## src/rtl/cic_interpolator.sv

```systemverilog
// Q-stage CIC interpolator (differential delay 1).
// Comb section at input rate, zero-stuffing upsampler by R, integrator section at
// output rate. One output sample every CLK_DIV clocks, one input every R*CLK_DIV clocks.
// The R^(Q-1) DC gain is removed exactly by an arithmetic right shift.
module cic_interpolator #(
  parameter int DATA_WIDTH = 16,
  parameter int R          = 4,
  parameter int Q          = 3,
  parameter int CLK_DIV    = 3
) (
  input  logic                  clk,
  input  logic                  rst_n,
  input  logic                  en,
  input  logic                  in_valid,
  output logic                  in_ready,
  input  logic [DATA_WIDTH-1:0] x_in,
  output logic                  out_valid,
  output logic [DATA_WIDTH-1:0] x_out,
  output logic                  underrun
);

  localparam int LOG2R = $clog2(R);
  localparam int SHIFT = (Q - 1) * LOG2R;
  localparam int W     = DATA_WIDTH + SHIFT;
  localparam int DIV_W = (CLK_DIV > 1) ? $clog2(CLK_DIV) : 1;
  localparam int PH_W  = (R > 1) ? LOG2R : 1;

  localparam logic [DIV_W-1:0] DIV_LAST = DIV_W'(CLK_DIV - 1);
  localparam logic [PH_W-1:0]  PH_LAST  = PH_W'(R - 1);

  if (!(R == 1 || R == 2 || R == 4 || R == 8 || R == 16)) begin : g_bad_r
    $error("cic_interpolator: R must be 1, 2, 4, 8 or 16");
  end
  if (Q < 1 || Q > 6) begin : g_bad_q
    $error("cic_interpolator: Q must be in 1..6");
  end
  if (CLK_DIV < 1) begin : g_bad_div
    $error("cic_interpolator: CLK_DIV must be at least 1");
  end

  typedef enum logic {IDLE, RUN} state_t;

  state_t                 state;
  logic [DIV_W-1:0]       div_cnt;
  logic [PH_W-1:0]        phase;
  logic signed [W-1:0]    comb_dly [1:Q];
  logic signed [W-1:0]    integ    [0:Q-1];

  logic                   run_tick;
  logic                   idle_take;
  logic                   tick;
  logic                   slot;
  logic                   accept;
  logic signed [W-1:0]    comb_c   [0:Q];
  logic signed [W-1:0]    up_in;

  // Tick/handshake decode: IDLE treats an accepted sample as a phase-0 tick, en=0 masks all
  always_comb begin
    run_tick  = (state == RUN) && (div_cnt == DIV_LAST);
    idle_take = (state == IDLE) && in_valid && en;
    in_ready  = en && ((state == IDLE) || (run_tick && (phase == '0)));
    tick      = en && (run_tick || idle_take);
    slot      = tick && ((state == IDLE) || (phase == '0));
    accept    = in_ready && in_valid;
  end

  // Comb chain and upsampler: a missing sample on a slot enters the combs as zero
  always_comb begin
    comb_c[0] = accept ? W'($signed(x_in)) : '0;
    for (int i = 1; i <= Q; i++) begin
      comb_c[i] = comb_c[i-1] - comb_dly[i];
    end
    up_in = slot ? comb_c[Q] : '0;
  end

  // Control state, rate counters, comb delays, integrators and registered output
  always_ff @(posedge clk or negedge rst_n) begin
    if (!rst_n) begin
      state     <= IDLE;
      div_cnt   <= '0;
      phase     <= '0;
      underrun  <= 1'b0;
      out_valid <= 1'b0;
      x_out     <= '0;
      for (int i = 1; i <= Q; i++) comb_dly[i] <= '0;
      for (int i = 0; i < Q; i++)  integ[i]    <= '0;
    end else if (!en) begin
      state     <= IDLE;
      div_cnt   <= '0;
      phase     <= '0;
      underrun  <= 1'b0;
      out_valid <= 1'b0;
      x_out     <= '0;
      for (int i = 1; i <= Q; i++) comb_dly[i] <= '0;
      for (int i = 0; i < Q; i++)  integ[i]    <= '0;
    end else begin
      out_valid <= tick;

      case (state)
        IDLE: begin
          div_cnt <= '0;
          phase   <= '0;
          if (idle_take) begin
            state <= RUN;
            phase <= (R > 1) ? PH_W'(1) : '0;
          end
        end
        RUN: begin
          if (run_tick) begin
            div_cnt <= '0;
            phase   <= (phase == PH_LAST) ? '0 : phase + PH_W'(1);
          end else begin
            div_cnt <= div_cnt + DIV_W'(1);
          end
        end
        default: state <= IDLE;
      endcase

      if (slot && !in_valid) underrun <= 1'b1;

      if (slot) begin
        for (int i = 1; i <= Q; i++) comb_dly[i] <= comb_c[i-1];
      end

      if (tick) begin
        integ[0] <= integ[0] + up_in;
        for (int i = 1; i < Q; i++) integ[i] <= integ[i] + integ[i-1];
        x_out <= DATA_WIDTH'(integ[Q-1] >>> SHIFT);
      end
    end
  end

endmodule

```

## config.mk

```make
export PLATFORM = sky130hd
export DESIGN_NAME = cic_interpolator
export DESIGN_NICKNAME = d
export VERILOG_FILES = /design/src/rtl/cic_interpolator.sv
export SDC_FILE = /design/constraint.sdc
export NUM_CORES = 1
export LEC_CHECK = 0
export BUFFER_PORTS_ARGS = -buffer_cell sky130_fd_sc_hd__buf_2
export CAP_MARGIN = 20
export CELL_PAD_IN_SITES_DETAIL_PLACEMENT = 1
export CELL_PAD_IN_SITES_GLOBAL_PLACEMENT = 1
export CORE_ASPECT_RATIO = 0.6
export CORE_MARGIN = 2
export CORE_UTILIZATION = 44
export CTS_BUF_LIST = sky130_fd_sc_hd__clkbuf_4 sky130_fd_sc_hd__clkbuf_8 sky130_fd_sc_hd__clkbuf_16
export DETAILED_ROUTE_END_ITERATION = 10
export PLACE_DENSITY = 0.78
export SYNTH_ARGS = -nofsm -noshare
export SYNTH_HDL_FRONTEND = slang
export SYNTH_SLANG_ARGS = --single-unit
```

## constraint.sdc

```tcl
create_clock -name clk -period 21.6 [get_ports clk]
set_clock_uncertainty 0.2 [all_clocks]
set_input_delay 4.32 -clock clk [delete_from_list [all_inputs] [get_ports clk]]
set_output_delay 4.32 -clock clk [all_outputs]
set_load 0.03 [all_outputs]
```

==> summary.txt, run 1 <==
Run status
  – Status: finished clean

Setup path
  – CP peak stage delay: 0.46 ns
  – Most frequent CP cell: ha_1
  – Slowest CP cell: o31ai_1
  – Worst reg-to-reg path cell count: 36
  – R2R Setup Slk: 13.22 ns
  – WP data arrival: 11.85 ns
  – Worst EP required: 21.76 ns
  – Startpoint types: primary input
  – Worst Path Max Fanout: 44
  – Crit Reg-Reg Endpoint: integ[59]
  – CP Capture Type: register
  – Kind of critical path: primary input to register
  – Worst R2R Start: div_cnt[0]

Clocking
  – CTS resizes: 0
  – Worst-Skew Late Latency: 0.45 ns
  – H-Tree Depth: 4
  – Clock-pin slew on the worst setup and hold paths: 0.06 ns
  – CTS Buf Count: 17
  – Post-CTS Hold Fix Bufs: 0
  – CTS tree: yes
  – CTS root buf: clkbuf_16
  – Max clock buf depth: 2
  – Post-CTS Setup Inserts: 0
  – Clk sinks: 139

Layout
  – Post-route core utilization: 49.4%
  – NumNets Final: 1453
  – N_diodes: 0
  – Most common cell after layout, fill and taps aside: nand2_1
  – Fraction of layout cells with a size suffix above 1: 7.76%
  – Most used cells in the layout excluding fill and tap cells: nand2_1 (202), dfrtp_1 (139), ha_1 (113)
  – Area grow syn2layout: 10.5%

Synth
  – Top-area cell type share of the netlist area: 32.2%
  – Sequential share of the synthesized area: 32.2%
  – Top FF cell, synth: dfrtp_1
  – Netlist area before placement: 10800 sq um
  – Async set-reset flop share out of synthesis: 100%
  – Synth unique cells: 66
  – EDFF count, synth: 0
  – Gate Count Post-Synth: 1297
  – Top cells by area, synth: dfrtp_1 (32%), ha_1 (13%), nand2_1 (7.1%), xnor2_1 (4.4%), inv_1 (3.1%)
  – Syn_area_per_cell: 8.33 sq um
  – Synthesis Warnings: 0
  – Mapped Nets: 1436
  – Post-synth top area cell: dfrtp_1
  – Register bit total from synthesis: 139

Detailed routing
  – Via Count: 9130
  – Vias per cell: 5.54
  – Number of routed nets with antenna violations: 0
  – First-pass detailed-route iteration total: 4
  – DR iter-0 viols: 427
  – DR WL/cell: 16.4 microns
  – Total wire length: 27.0 mm
  – Post-route DRC: 0

Timing
  – Final Max Slew Viols: 0
  – Final hold slack: 0.248 ns
  – Clock period minus worst slack: 11.69 ns
  – Final TNS setup: 0 ns
  – Max_slew headroom: 35.9%
  – Least-Margin Pin Slew: 0.961 ns
  – Final Hold Viols: 0
  – Final count of negative-setup-slack endpoints: 0
  – Unrepaired setup endpoints after global routing: no
  – Final Cycle Share: 54.1%
  – FMAX: 85.5 MHz

Flow run
  – Max_cap viols: 0

Floorplan
  – Starting density of the core: 44.7%
  – Core Box Area: 24200 sq um
  – Placement Rows: 44
  – Die Area: 25900 sq um
  – Die Height: 125 microns
  – Ports: 39
  – Chip width: 206 microns

Hold path
  – Worst hold stages: 1
  – HP Start: div_cnt[1]
  – Hold EP: div_cnt[0]
  – Tightest Hold Check Type: register to register

Global route
  – Initial antenna violation count: 0
  – Vias in the first global route: 9464
  – Largest net degree at the start of global routing: 89
  – Gr ovfl total: 0
  – First-pass GRT wire length: 47.0 mm
  – Gr usage total: 22.3%

Placed design
  – GP Congestion: 0.795
  – Hpwl dp: 19.0 mm
  – I/O Buffers: 38

Power
  – PwrDens: 110 nW/um^2
  – Leak: 5.91 nW
  – Total power: 1.32 mW
  – Worst VDD drop: 68.4 uV
-- power by group --
group / internal (mW) / switching [mW] / leakage [nW]
sequential: 0.288 / 0.0199 / 1.90
clock: 0.206 / 0.120 / 0.316
combinational: 0.288 / 0.394 / 3.70
-- logic make-up after synthesis --
family	Yosys count	synth area share [%]
buffers and inverters	137	4.76
and+or+nand+nor	485	21.3
AOI/OAI and AO/OA	325	20.0
DFF	139	32.2
adders and majority gates	119	14.2
xor gates and xnor gates	85	6.89
muxes	7	0.660
-- worst max-delay path: cells and delay by family --
kind | cells | cell delay, ns
AND/OR/NAND/NOR | 11 | 1.65
AO/OA/AOI/OAI | 14 | 3.17
adder cells (fa/ha/maj) | 5 | 1.62
XOR/XNOR | 2 | 0.32
buffers and inverters | 3 | 0.73
-- through the flow --
step                      std cells  cell area [sq um]  setup WS, ns
after floorplan                1297              10800         10.58
after global placement         1617              11300          9.97
after detailed placement       1617              11300          9.60
after CTS                      1649              11900         10.02
after global routing           1649              11900          9.30
final                          1649              11900          9.91
-- cells in the mapped netlist, drive strengths merged (9+ instances only) --
library cell  instances
nor3                 17
a21boi               40
xnor2                54
o21ai                88
a21oi                67
o21a                 16
o21bai               11
ha                  113
and3                 27
or3                   9
nand2b               11
inv                  88
nand3                53
nand2               204
and2                 38
a21o                 43
clkbuf               42
nor2                 75
nor2b                13
xor2                 31
dfrtp               139
nand4                 9
-- final cells by class --
cell class	count	area (sq um)
fillers	2895	12200
repair buffers	47	267
well taps	322	403
multi-input cells	1021	6820
flip-flops and latches	139	3480
clock buffers	25	498
clock inverters	7	138
inverters	88	330
-- routing by layer --
| metal | global-route usage (%) | up-vias | wire length [microns] |
|---|---|---|---|
| met5 | 0 | - | 0 |
| met4 | 6.68 | 0 | 355 |
| met3 | 3.18 | 22 | 543 |
| met2 | 33.3 | 62 | 11800 |
| met1 | 33.1 | 4513 | 14300 |
| li1 | - | 4533 | - |
-- flip-flops by register name (all words and copies together), names as in the netlist --
name       flops
integ         60
comb_dly      56
x_out         16
div_cnt        2
phase          2
out_valid      1
state          1
underrun       1
-- worst max path at each step --
stage	start	endpoint	slack, ns
finish	en	integ[59]	9.91
global route	en	integ[59]	9.30
CTS	en	integ[59]	10.02
detailed placement	en	integ[59]	9.60
global placement	en	integ[59]	9.97
floorplan	en	integ[59]	10.58
Note: power is estimated with default switching activity, not from simulation.
==> inputs of run 2 (changes only) <==
--- a/config.mk
+++ b/config.mk
@@ -14,7 +14,7 @@
 export CORE_UTILIZATION = 44
 export CTS_BUF_LIST = sky130_fd_sc_hd__clkbuf_4 sky130_fd_sc_hd__clkbuf_8 sky130_fd_sc_hd__clkbuf_16
 export DETAILED_ROUTE_END_ITERATION = 10
-export PLACE_DENSITY = 0.78
+export PLACE_DENSITY = 0.81
 export SYNTH_ARGS = -nofsm -noshare
 export SYNTH_HDL_FRONTEND = slang
 export SYNTH_SLANG_ARGS = --single-unit
==> constraint.sdc (replaced) <==
create_clock -name clk -period 10.15 [get_ports clk]
set_clock_uncertainty 0.2 [all_clocks]
set_input_delay 2.03 -clock clk [delete_from_list [all_inputs] [get_ports clk]]
set_output_delay 2.03 -clock clk [all_outputs]
set_load 0.03 [all_outputs]
==> run 2 against run 1 <==
Effect of this change:
- first-iteration DRC count decreased by 5.2%
- cell count about the same
- total power increased by 110%
- sequential power increased by 110%
- critical path depth unchanged
- largest cell class unchanged
==> summary.txt, run 2 (synthesized netlist as in run 1, its figures left out) <==
Run status
  – Status: finished clean

Timing
  – Unrepaired setup endpoints after global routing: no
  – Final Hold Viols: 0
  – Max_slew headroom: 29.8%
  – Least-Margin Pin Slew: 1.05 ns
  – Clock period minus worst slack: 9.06 ns
  – Final TNS setup: 0 ns
  – Final Max Slew Viols: 0
  – FMAX: 110 MHz
  – Final count of negative-setup-slack endpoints: 0
  – Final Cycle Share: 89.3%

Clocking
  – CTS tree: yes
  – CTS root buf: clkbuf_16
  – Worst-Skew Late Latency: 0.44 ns
  – Clk sinks: 139
  – Max clock buf depth: 2
  – Post-CTS Hold Fix Bufs: 0
  – CTS resizes: 0
  – Clock-pin slew on the worst setup and hold paths: 0.06 ns
  – CTS Buf Count: 17
  – Post-CTS Setup Inserts: 0
  – H-Tree Depth: 4

Layout
  – Most used cells in the layout excluding fill and tap cells: nand2_1 (202), dfrtp_1 (139), ha_1 (113)
  – Area grow syn2layout: 10.7%
  – Fraction of layout cells with a size suffix above 1: 7.83%
  – Largest register by flop count: integ
  – Most common cell after layout, fill and taps aside: nand2_1
  – N_diodes: 0
  – Largest regs: integ: 60 flops, comb_dly: 56 flops, x_out: 16 flops
  – NumNets Final: 1454
  – Largest register FFs: 60
  – Post-route core utilization: 49.5%

Hold path
  – HP Start: div_cnt[0]
  – Worst hold stages: 1
  – Tightest Hold Check Type: register to register
  – Hold EP: div_cnt[0]

Floorplan
  – Starting density of the core: 44.7%
  – Die Area: 25900 sq um
  – Die Height: 125 microns
  – Core Box Area: 24200 sq um
  – Chip width: 206 microns
  – Ports: 39
  – Placement Rows: 44

Power
  – Worst VDD drop: 117 uV
  – Leak: 5.92 nW
  – Logic gate share of total power: 52.0%
  – Seq pwr share: 23.4%
  – Design internal power: 1.65 mW
  – Sw Pwr: 1.15 mW
  – PwrDens: 234 nW/um^2
  – Sw frac: 41.0%
  – Clock share of power: 24.5%

Setup path
  – CP bufs+invs: 3
  – Kind of critical path: primary input to register
  – Largest delay share family, worst path: compound AO/OA/AOI/OAI gates
  – CP Capture Type: register
  – Worst reg-to-reg path cell count: 36
  – Worst EP required: 10.30 ns
  – CP Depth: 35
  – WP data arrival: 9.21 ns
  – Crit Reg-Reg Endpoint: integ[59]
  – Slowest CP cell: o31ai_1
  – Worst Path Max Fanout: 17
  – Most frequent CP cell: ha_1
  – Worst R2R Start: div_cnt[1]
  – R2R Setup Slk: 1.83 ns
  – Startpoint types: primary input
  – CP peak stage delay: 0.49 ns

Detailed routing
  – Total wire length: 27.8 mm
  – DR WL/cell: 16.8 microns
  – Post-route DRC: 0
  – Number of routed nets with antenna violations: 0
  – First-pass detailed-route iteration total: 4
  – Via Count: 9051
  – Vias per cell: 5.49
  – DR iter-0 viols: 405

Placed design
  – GP Congestion: 0.789
  – Hpwl dp: 19.5 mm
  – I/O Buffers: 38

Global route
  – Gr ovfl total: 0
  – Gr usage total: 22.6%
  – First-pass GRT wire length: 47.5 mm
  – Initial antenna violation count: 0
  – Largest net degree at the start of global routing: 112
  – Vias in the first global route: 9488

Flow run
  – Max_cap viols: 0
[run 2: per-stage QoR]
stage / instances / hold slack (ns) / instance area (sq um) / total power, mW / setup WS [ns]
final: 1650 / 0.256 / 12000 / 2.80 / 1.09
after floorplan: 1297 / 0.224 / 10800 / 1.79 / 1.42
after global placement: 1617 / 0.236 / 11300 / 2.04 / 1.17
after global routing: 1650 / 0.275 / 12000 / 3.02 / 0.520
after detailed placement: 1617 / 0.251 / 11300 / 2.09 / 0.860
after CTS: 1649 / 0.259 / 11900 / 2.81 / 1.18
[run 2: cell type report]
class | instances | area, sq um
Clock buffer | 20 | 460
Clock inverter | 12 | 170
Fill cell | 2853 | 12200
Inverter | 88 | 330
Multi-Input combinational cell | 1021 | 6820
Sequential cell | 139 | 3480
Tap cell | 322 | 403
Timing Repair Buffer | 48 | 294
[run 2: routing by layer]
layer  routed length [microns]  vias up  GRT usage [%]  part of all wire (%)
li1                          -     4521              -                     -
met1                     14700     4459           33.2                    53
met2                     12300       53           35.2                    44
met3                       512       18           3.44                   1.8
met4                       252        0           4.83                  0.91
met5                         0        -              0                     0
[run 2: worst max path at each step]
stage / startpoint / to
floorplan: en / integ[59]
global placement: en / integ[59]
detailed placement: en / integ[59]
CTS: en / integ[59]
global route: en / integ[59]
finish: en / integ[59]
[run 2: power groups by stage]
stage / logic, mW / clock network, mW / registers (mW)
after detailed placement: 1.43 / 0 / 0.665
after global routing: 1.64 / 0.724 / 0.663
after global placement: 1.38 / 0 / 0.661
after CTS: 1.45 / 0.698 / 0.656
after floorplan: 1.14 / 0 / 0.654
final: 1.46 / 0.687 / 0.655
